File: config.mk
export PLATFORM = sky130hd
export DESIGN_NAME = param_gcd_engine
export DESIGN_NICKNAME = d
export VERILOG_FILES = /design/src/rtl/gcd_pkg.sv /design/src/rtl/gcd_step.sv /design/src/rtl/param_gcd_engine.sv
export SDC_FILE = /design/constraint.sdc
export NUM_CORES = 1
export LEC_CHECK = 0
export ABC_AREA = 1
export CELL_PAD_IN_SITES_DETAIL_PLACEMENT = 0
export CELL_PAD_IN_SITES_GLOBAL_PLACEMENT = 2
export CORE_AREA = 2 2 154 156
export CTS_CLUSTER_DIAMETER = 50
export CTS_CLUSTER_SIZE = 10
export DETAILED_ROUTE_END_ITERATION = 10
export DIE_AREA = 0 0 156 158
export PLACE_DENSITY = 0.89
export SYNTH_ARGS = -nofsm -noshare
export SYNTH_HDL_FRONTEND = slang
export SYNTH_SLANG_ARGS = --single-unit
File: constraint.sdc
create_clock -name clk -period 2.82 [get_ports clk]
set_clock_uncertainty 0.05 [all_clocks]
set_input_delay 0.564 -clock clk [delete_from_list [all_inputs] [get_ports clk]]
set_output_delay 0.564 -clock clk [all_outputs]
set_load 0.03 [all_outputs]
File: src/rtl/gcd_pkg.sv
// Shared types and elaboration helpers for the binary GCD engine.
package gcd_pkg;

  typedef enum logic [1:0] {
    IDLE   = 2'd0,
    CALC   = 2'd1,
    FINISH = 2'd2
  } state_t;

  // Ceiling log2 for parameter-derived widths; clog2(1) = 0.
  function automatic int unsigned clog2(input int unsigned v);
    int unsigned r;
    r = 0;
    while ((64'd1 << r) < 64'(v)) r++;
    return r;
  endfunction

endpackage

File: src/rtl/gcd_step.sv
// Single Stein (binary GCD) step: one reduction of (ra, rb, k) per evaluation.
module gcd_step
  import gcd_pkg::*;
#(
  parameter int unsigned WIDTH = 16,
  parameter int unsigned KW    = clog2(WIDTH + 1)
) (
  input  logic [WIDTH-1:0] ra,
  input  logic [WIDTH-1:0] rb,
  input  logic [KW-1:0]    k,
  output logic [WIDTH-1:0] ra_next_c,
  output logic [WIDTH-1:0] rb_next_c,
  output logic [KW-1:0]    k_next_c,
  output logic             finish_c,
  output logic [WIDTH-1:0] result_c
);

  // Priority order matters: zero checks first, then common factors of two.
  always_comb begin
    ra_next_c = ra;
    rb_next_c = rb;
    k_next_c  = k;
    finish_c  = 1'b0;
    result_c  = '0;
    if (ra == '0) begin
      finish_c = 1'b1;
      result_c = rb << k;
    end else if (rb == '0) begin
      finish_c = 1'b1;
      result_c = ra << k;
    end else if (!ra[0] && !rb[0]) begin
      ra_next_c = ra >> 1;
      rb_next_c = rb >> 1;
      k_next_c  = k + KW'(1);
    end else if (!ra[0]) begin
      ra_next_c = ra >> 1;
    end else if (!rb[0]) begin
      rb_next_c = rb >> 1;
    end else if (ra >= rb) begin
      ra_next_c = (ra - rb) >> 1;
    end else begin
      rb_next_c = (rb - ra) >> 1;
    end
  end

endmodule

File: src/rtl/param_gcd_engine.sv
// Iterative binary GCD engine: one Stein step per clock, registered results.
module param_gcd_engine
  import gcd_pkg::*;
#(
  parameter int unsigned WIDTH = 16,
  localparam int unsigned CW   = clog2(2 * WIDTH + 2)
) (
  input  logic             clk,
  input  logic             rst,
  input  logic             start,
  input  logic [WIDTH-1:0] a,
  input  logic [WIDTH-1:0] b,
  output logic             busy,
  output logic             done,
  output logic [WIDTH-1:0] gcd,
  output logic [CW-1:0]    cycles,
  output logic             zero_in
);

  localparam int unsigned KW      = clog2(WIDTH + 1);
  localparam logic [CW-1:0] CNT_MAX = CW'(2 * WIDTH + 1);

  state_t           state_q, state_d;
  logic [WIDTH-1:0] ra_q, ra_d, rb_q, rb_d, res_q, res_d, gcd_q, gcd_d;
  logic [KW-1:0]    k_q, k_d;
  logic [CW-1:0]    cnt_q, cnt_d, cycles_q, cycles_d;
  logic             zlat_q, zlat_d, busy_q, busy_d, done_q, done_d;
  logic             zero_in_q, zero_in_d;

  logic [WIDTH-1:0] step_ra, step_rb, step_res;
  logic [KW-1:0]    step_k;
  logic             step_fin;

  gcd_step #(
    .WIDTH(WIDTH),
    .KW   (KW)
  ) u_step (
    .ra       (ra_q),
    .rb       (rb_q),
    .k        (k_q),
    .ra_next_c(step_ra),
    .rb_next_c(step_rb),
    .k_next_c (step_k),
    .finish_c (step_fin),
    .result_c (step_res)
  );

  // Next-state and next-output logic.
  always_comb begin
    state_d   = state_q;
    ra_d      = ra_q;
    rb_d      = rb_q;
    k_d       = k_q;
    cnt_d     = cnt_q;
    res_d     = res_q;
    zlat_d    = zlat_q;
    done_d    = 1'b0;
    gcd_d     = gcd_q;
    cycles_d  = cycles_q;
    zero_in_d = zero_in_q;
    unique case (state_q)
      IDLE: begin
        if (start) begin
          ra_d    = a;
          rb_d    = b;
          k_d     = '0;
          cnt_d   = '0;
          zlat_d  = (a == '0) || (b == '0);
          state_d = CALC;
        end
      end
      CALC: begin
        ra_d = step_ra;
        rb_d = step_rb;
        k_d  = step_k;
        if (cnt_q != CNT_MAX) cnt_d = cnt_q + CW'(1);
        if (step_fin) begin
          res_d   = step_res;
          state_d = FINISH;
        end
      end
      FINISH: begin
        done_d    = 1'b1;
        gcd_d     = res_q;
        cycles_d  = cnt_q;
        zero_in_d = zlat_q;
        state_d   = IDLE;
      end
      default: state_d = IDLE;
    endcase
    busy_d = (state_d == CALC) || (state_d == FINISH);
  end

  always_ff @(posedge clk) begin
    if (rst) begin
      state_q   <= IDLE;
      ra_q      <= '0;
      rb_q      <= '0;
      k_q       <= '0;
      cnt_q     <= '0;
      res_q     <= '0;
      zlat_q    <= 1'b0;
      busy_q    <= 1'b0;
      done_q    <= 1'b0;
      gcd_q     <= '0;
      cycles_q  <= '0;
      zero_in_q <= 1'b0;
    end else begin
      state_q   <= state_d;
      ra_q      <= ra_d;
      rb_q      <= rb_d;
      k_q       <= k_d;
      cnt_q     <= cnt_d;
      res_q     <= res_d;
      zlat_q    <= zlat_d;
      busy_q    <= busy_d;
      done_q    <= done_d;
      gcd_q     <= gcd_d;
      cycles_q  <= cycles_d;
      zero_in_q <= zero_in_d;
    end
  end

  assign busy    = busy_q;
  assign done    = done_q;
  assign gcd     = gcd_q;
  assign cycles  = cycles_q;
  assign zero_in = zero_in_q;

endmodule
==> run summary, run 1 <==
Async SR Flop Fraction: 0%
total wire length: 26.1 mm
post-synthesis mux area share: 1.86%
#FFs+latches synth: 87
P_leak: 0.00383 uW
CP cell instances: inv_1 > buf_4 > nand4_1 > nor2_1 > nand2_1 > nand2_1 > a21oi_4 > nand2_1 > inv_1 > a21oi_1 > nor3_1
Max rail drop VDD: 0.376 mV
share of layout cells above drive strength 1: 7.10%
IO buf count: 59
largest net degree at the start of global routing: 43
core area: 0.0231 sq mm
Hold/Removal Path Class: flop to flop
Ports: 60
Routed wire per std cell: 17.2 microns
Setup Fix Bufs, Post-CTS: 0
Nets: 1,293
Post-Synth Adder-Cell Area: 7.01%
post-synthesis compound-gate area fraction: 19.4%
Post-synth EDFFs: 0
Synth top cells by count: 290 x nand2_1, 140 x nor2_1, 119 x inv_1
maxcap violations: 0
Post-Synthesis Cells: 1,163
hold path endpoint: res_q[6]
clock buffer depth: 2
Detail Route Antenna Nets: 0
area growth from synthesis to layout: 19.7%
Final Cycle Share: 91.3%
top post-synthesis cells by area: dfxtp_1 25%, nand2_1 16%, o21ai_0 8.3%
crit-path max cell delay: 0.42 ns
Slew Viols, Final: 0
final hold viol count: 0
Critical Path AT: 2.79 ns
post-layout min period: 2.57 ns
fmax: 0.389 GHz
die area: 0.0246 sq mm
num rows: 56
most frequent cell after synthesis: nand2_1
number of global-route vias before repair: 7,307
Reg clk slew, reported paths: 0.07 ns
share of the synthesized area in the top cell type: 24.9%
crit end category: flop
cell depth of the worst flop-to-flop path: 11
setup tns final: 0 ns
CTS tree: built
Synth Area per Inst: 6.02 sq um
antenna violations before repair: 0
Final Util: 36.3%
final setup violation count: 0
# clock sinks: 87
initial DRC count: 638
antenna diode count: 0
YS warnings: 0
Yosys cell types: 41
via count: 7,700
Initial Util: 30.3%
worst r2r dst: k_q[2]
min-delay src: res_q[6]
reg2reg start: ra_q[12]
Slew @ Worst Pin: 0.826 ns
number of CTS-inserted buffers: 9
H-tree depth: 3
die width: 156 microns
first-pass GRT wire length: 41.2 mm
Slew HR: 44.9%
startpoint types: flop
critical path class: flop to flop
status: complete, no violations
slowest library cell on the worst path: dfxtp_1
hpwl dp: 21.0 mm
Die Y: 158 microns
Worst path most repeated cell: nand2_1
post-synth top area cell: dfxtp_1
Total Power: 6040 uW
total gr overflow: 0
register area share after synthesis: 24.9%
Worst-Skew Late Latency: 0.35 ns
Crit Path Max Fanout: 9
WP data required: 3.03 ns
Residual DRC: 0
synthesized area: 0.00700 sq mm
r2r setup slk: 0.25 ns
GP Congestion: 0.930
largest family of logic cells by synthesized area: simple AND/OR/NAND/NOR gates
ys flop type: dfxtp_1
Post-Synth XOR/XNOR Area: 2.00%
net count after synthesis: 1,236
all-layer global routing usage: 21.7%
Vias/cell: 5.08
Clock Tree Root: clkbuf_16
RSZ-0062 raised after global routing: false
WHS Path Cells: 2
Initial DRT Pass Iterations: 5
PD cells: 721 mW/mm^2
area share of and/or/nand/nor cells after synthesis: 34.7%
## worst max path at each step
stage	startpoint	endpoint	depth (start not counted)
6_report	ra_q[12]	k_q[2]	11
5_1_grt	ra_q[5]	ra_q[3]	13
4_1_cts	ra_q[9]	rb_q[9]	13
3_5_place_dp	start	k_q[3]	12
3_3_place_gp	ra_q[5]	rb_q[11]	13
2_1_floorplan	ra_q[0]	rb_q[12]	16
## metal layers
| layer | track usage, % | up-vias | share of wire, % |
|---|---|---|---|
| li1 | - | 3931 | - |
| met1 | 29.4 | 3583 | 47 |
| met2 | 37.2 | 163 | 47 |
| met3 | 1.53 | 23 | 4.3 |
| met4 | 5.72 | 0 | 1.6 |
| met5 | 0 | - | 0 |
## final cells by class
type | count | area (sq um)
clock buffers | 10 | 239
clock inverters | 6 | 76.3
fillers | 2574 | 14700
inverters | 128 | 480
multi-input cells | 895 | 4560
flip-flops and latches | 87 | 1740
well taps | 290 | 363
repair buffers | 99 | 916
## where the power goes
part / switching [uW] / total [uW] / leakage, uW / internal (uW)
clock: 562 / 1290 / 0.000155 / 726
sequential: 174 / 1520 / 0.000710 / 1340
combinational: 2150 / 3240 / 0.00296 / 1090
total: 2890 / 6040 / 0.00383 / 3150
## metrics by stage
step	setup WS, ns	cells	hold WS (ns)	area (sq um)
final	0.247	1515	0.417	8380
after global routing	0.0225	1515	0.442	8380
after CTS	0.198	1515	0.418	8360
after detailed placement	0.203	1499	0.407	8050
after global placement	0.204	1499	0.406	8050
after floorplan	0.417	1163	0.395	7000
## flip-flops by register name (all words and copies together), names as in the netlist
| signal | count |
|---|---|
| busy | 1 |
| cnt_q | 6 |
| cycles | 6 |
| done | 1 |
| gcd | 16 |
| k_q | 5 |
| ra_q | 16 |
| rb_q | 16 |
| res_q | 16 |
| state_q | 2 |
| zero_in | 1 |
| zlat_q | 1 |
## what timing repair did
| item | CTS | global route |
|---|---|---|
| resized for setup | 0 | 7 |
| hold buffers | 0 | 0 |
| setup endpoints to repair | 0 | 11 |
## layout by cell type, fill, tap and decap left out, types with 2 or more instances in the layout
master / n
a211oi_1: 3
a21oi_1: 103
a21oi_4: 2
and2_1: 3
buf_12: 2
buf_4: 38
clkbuf_16: 9
clkdlybuf4s50_1: 59
clkinv_1: 2
clkinv_4: 3
dfxtp_1: 86
fa_1: 2
ha_1: 36
inv_1: 118
inv_2: 8
mux2i_1: 13
nand2_1: 286
nand2_2: 5
nand3_1: 68
nand3b_1: 3
nand4_1: 21
nor2_1: 140
nor2_2: 3
nor3_1: 20
nor3b_1: 2
nor4_1: 10
o211ai_1: 14
o21ai_0: 115
o21ai_1: 6
o31ai_1: 6
or2_2: 9
xor2_1: 16
## cell families after synthesis
group	Yosys count
simple gates	575
fa+ha+maj	38
compound gates	253
mux	13
xor+xnor	16
flops	87
buf+inv	181
## critical path, delay by kind of cell, from the launching register on
kind            cells  cell delay, ns
flops               1            0.42
buf+inv             3            0.47
simple gates        6            1.11
compound gates      2            0.44
Note: power is estimated with default switching activity, not from simulation.
==> run 2, diff against run 1 <==
--- a/config.mk
+++ b/config.mk
@@ -16,2 +16,3 @@
 export PLACE_DENSITY = 0.89
+export SLEW_MARGIN = 10
 export SYNTH_ARGS = -nofsm -noshare
==> constraint.sdc (replaced) <==
create_clock -name clk -period 2.82 [get_ports clk]
set_clock_uncertainty 0.05 [all_clocks]
set_input_delay 0.423 -clock clk [delete_from_list [all_inputs] [get_ports clk]]
set_output_delay 0.423 -clock clk [all_outputs]
set_load 0.03 [all_outputs]
==> run 2 against run 1 <==
  * Final cell count hardly changed
  * Clock power is 3% lower
  * First-iteration DRC count shrank 27%
  * Register-to-register slack lost 0.04 ns
  * Combinational power up 2%
  * Core utilization about the same
  * Total power rose by 0.16%
  * Clock-buffer cell count is 1 lower
  * Fmax fell by 1.5%
  * Critical endpoint is now rb_q[12]
  * Largest power group unchanged
==> run summary, run 2 (synthesized netlist as in run 1, its figures left out) <==
status: complete, no violations
Routed wire per std cell: 17.2 microns
post-layout min period: 2.61 ns
gr busiest metal: met2
total wire length: 26.1 mm
critical path class: flop to flop
via count: 7,667
# clock sinks: 87
fillcell total: 2,538
most frequent cells in the layout: 287 x nand2_1, 139 x nor2_1, 119 x inv_1
largest net degree at the start of global routing: 42
maxcap violations: 0
IO buf count: 59
slowest library cell on the worst path: dfxtp_1
Multi-input gate area: 0.00457 sq mm
flip-flop and latch area: 0.00174 sq mm
final setup violation count: 0
Clock Tree Root: clkbuf_16
most common cell after layout, fill and taps aside: nand2_1
Net Sw Frac: 49.0%
M3 GR Usage: 2.19%
clock power share: 20.7%
fmax: 0.383 GHz
Reg clk slew, reported paths: 0.08 ns
share of layout cells above drive strength 1: 7.18%
antenna violations before repair: 0
Crit Path Max Fanout: 7
core area: 0.0231 sq mm
Max rail drop VDD: 0.368 mV
area growth from synthesis to layout: 19.8%
Comb pwr share: 54.4%
setup tns final: 0 ns
initial DRC count: 465
hpwl dp: 21.0 mm
Vias/cell: 5.06
startpoint types: flop
final hold viol count: 0
total gr overflow: 0
post-cts resize count: 0
Nets: 1,294
Ports: 60
Slew HR: 43.9%
first-pass GRT wire length: 40.8 mm
RSZ-0062 raised after global routing: false
crit end category: flop
WHS: 0.417 ns
number of CTS-inserted buffers: 9
all-layer global routing usage: 21.5%
clock buffer depth: 2
antenna diode count: 0
Die Y: 158 microns
Slew Viols, Final: 0
P_sw: 2960 uW
Residual DRC: 0
CTS tree: built
Setup Fix Bufs, Post-CTS: 0
Initial DRT Pass Iterations: 5
Power Internal: 3090 uW
Detail Route Antenna Nets: 0
Flop pwr share: 24.9%
Initial Util: 30.3%
die area: 0.0246 sq mm
pre-CTS setup slack: 0.211 ns
Worst Slack Setup Final: 0.208 ns
WP data required: 3.06 ns
hold buffers post-CTS: 0
GRT met1 Usage: 28.7%
CP cell instances: inv_1 > ha_1 > inv_1 > nand2_1 > inv_1 > nand2_1 > a21oi_1 > nand2_2 > nor2_2 > buf_4 > nand3_1 > nand2_1 > nand2_1 > a21oi_1
P_leak: 0.00382 uW
Worst-Skew Late Latency: 0.36 ns
Final Cycle Share: 92.6%
Slew @ Worst Pin: 0.840 ns
crit-path max cell delay: 0.56 ns
Critical Path AT: 2.86 ns
Hold/Removal Path Class: flop to flop
GP Congestion: 0.917
Worst path most repeated cell: nand2_1
met2 usage: 36.9%
H-tree depth: 3
num rows: 56
die width: 156 microns
number of global-route vias before repair: 7,220
PD cells: 722 mW/mm^2
run 2: final timing paths:
path              end  slack [ns]     start  depth (start not counted)
min          res_q[2]        0.42  res_q[2]                          2
min reg2reg  res_q[2]        0.42  res_q[2]                          2
max          rb_q[12]        0.21  rb_q[11]                         14
max reg2reg  rb_q[12]        0.21  rb_q[11]                         14
run 2: layer usage:
| metal | wire, microns | up-vias |
|---|---|---|
| met2 | 12400 | 187 |
| li1 | - | 3927 |
| met5 | 0 | - |
| met3 | 1130 | 30 |
| met4 | 569 | 0 |
| met1 | 12100 | 3523 |
run 2: final cells by class:
class / count / area share, %
multi-input cells: 895 / 54.6
flip-flops and latches: 87 / 20.8
repair buffers: 100 / 11.0
inverters: 128 / 5.73
well taps: 290 / 4.33
clock buffers: 9 / 2.69
clock inverters: 7 / 0.896
run 2: power groups by stage:
stage | Combinational [uW] | Sequential (uW) | Clock (uW)
2_1_floorplan | 2150 | 1480 | 0
3_3_place_gp | 3230 | 1530 | 0
3_5_place_dp | 3210 | 1530 | 0
4_1_cts | 3230 | 1500 | 1270
5_1_grt | 3670 | 1520 | 1320
6_report | 3290 | 1510 | 1250
run 2: critical path: cells and delay by family, from the launching register on:
family                     cells  cell delay (ns)
and+or+nand+nor                7             0.83
DFF                            1             0.56
buffers and inverters          4             0.52
AOI/OAI and AO/OA              2             0.33
adders and majority gates      1             0.27
run 2: per-stage QoR:
stage | total power, uW | util, % | area [sq um] | instances
2_1_floorplan | 3630 | - | 7000 | 1163
3_3_place_gp | 4760 | 34.9 | 8050 | 1500
5_1_grt | 6510 | 36.4 | 8380 | 1516
6_report | 6050 | 36.4 | 8380 | 1516
4_1_cts | 6000 | 36.2 | 8350 | 1516
3_5_place_dp | 4750 | 34.9 | 8050 | 1500
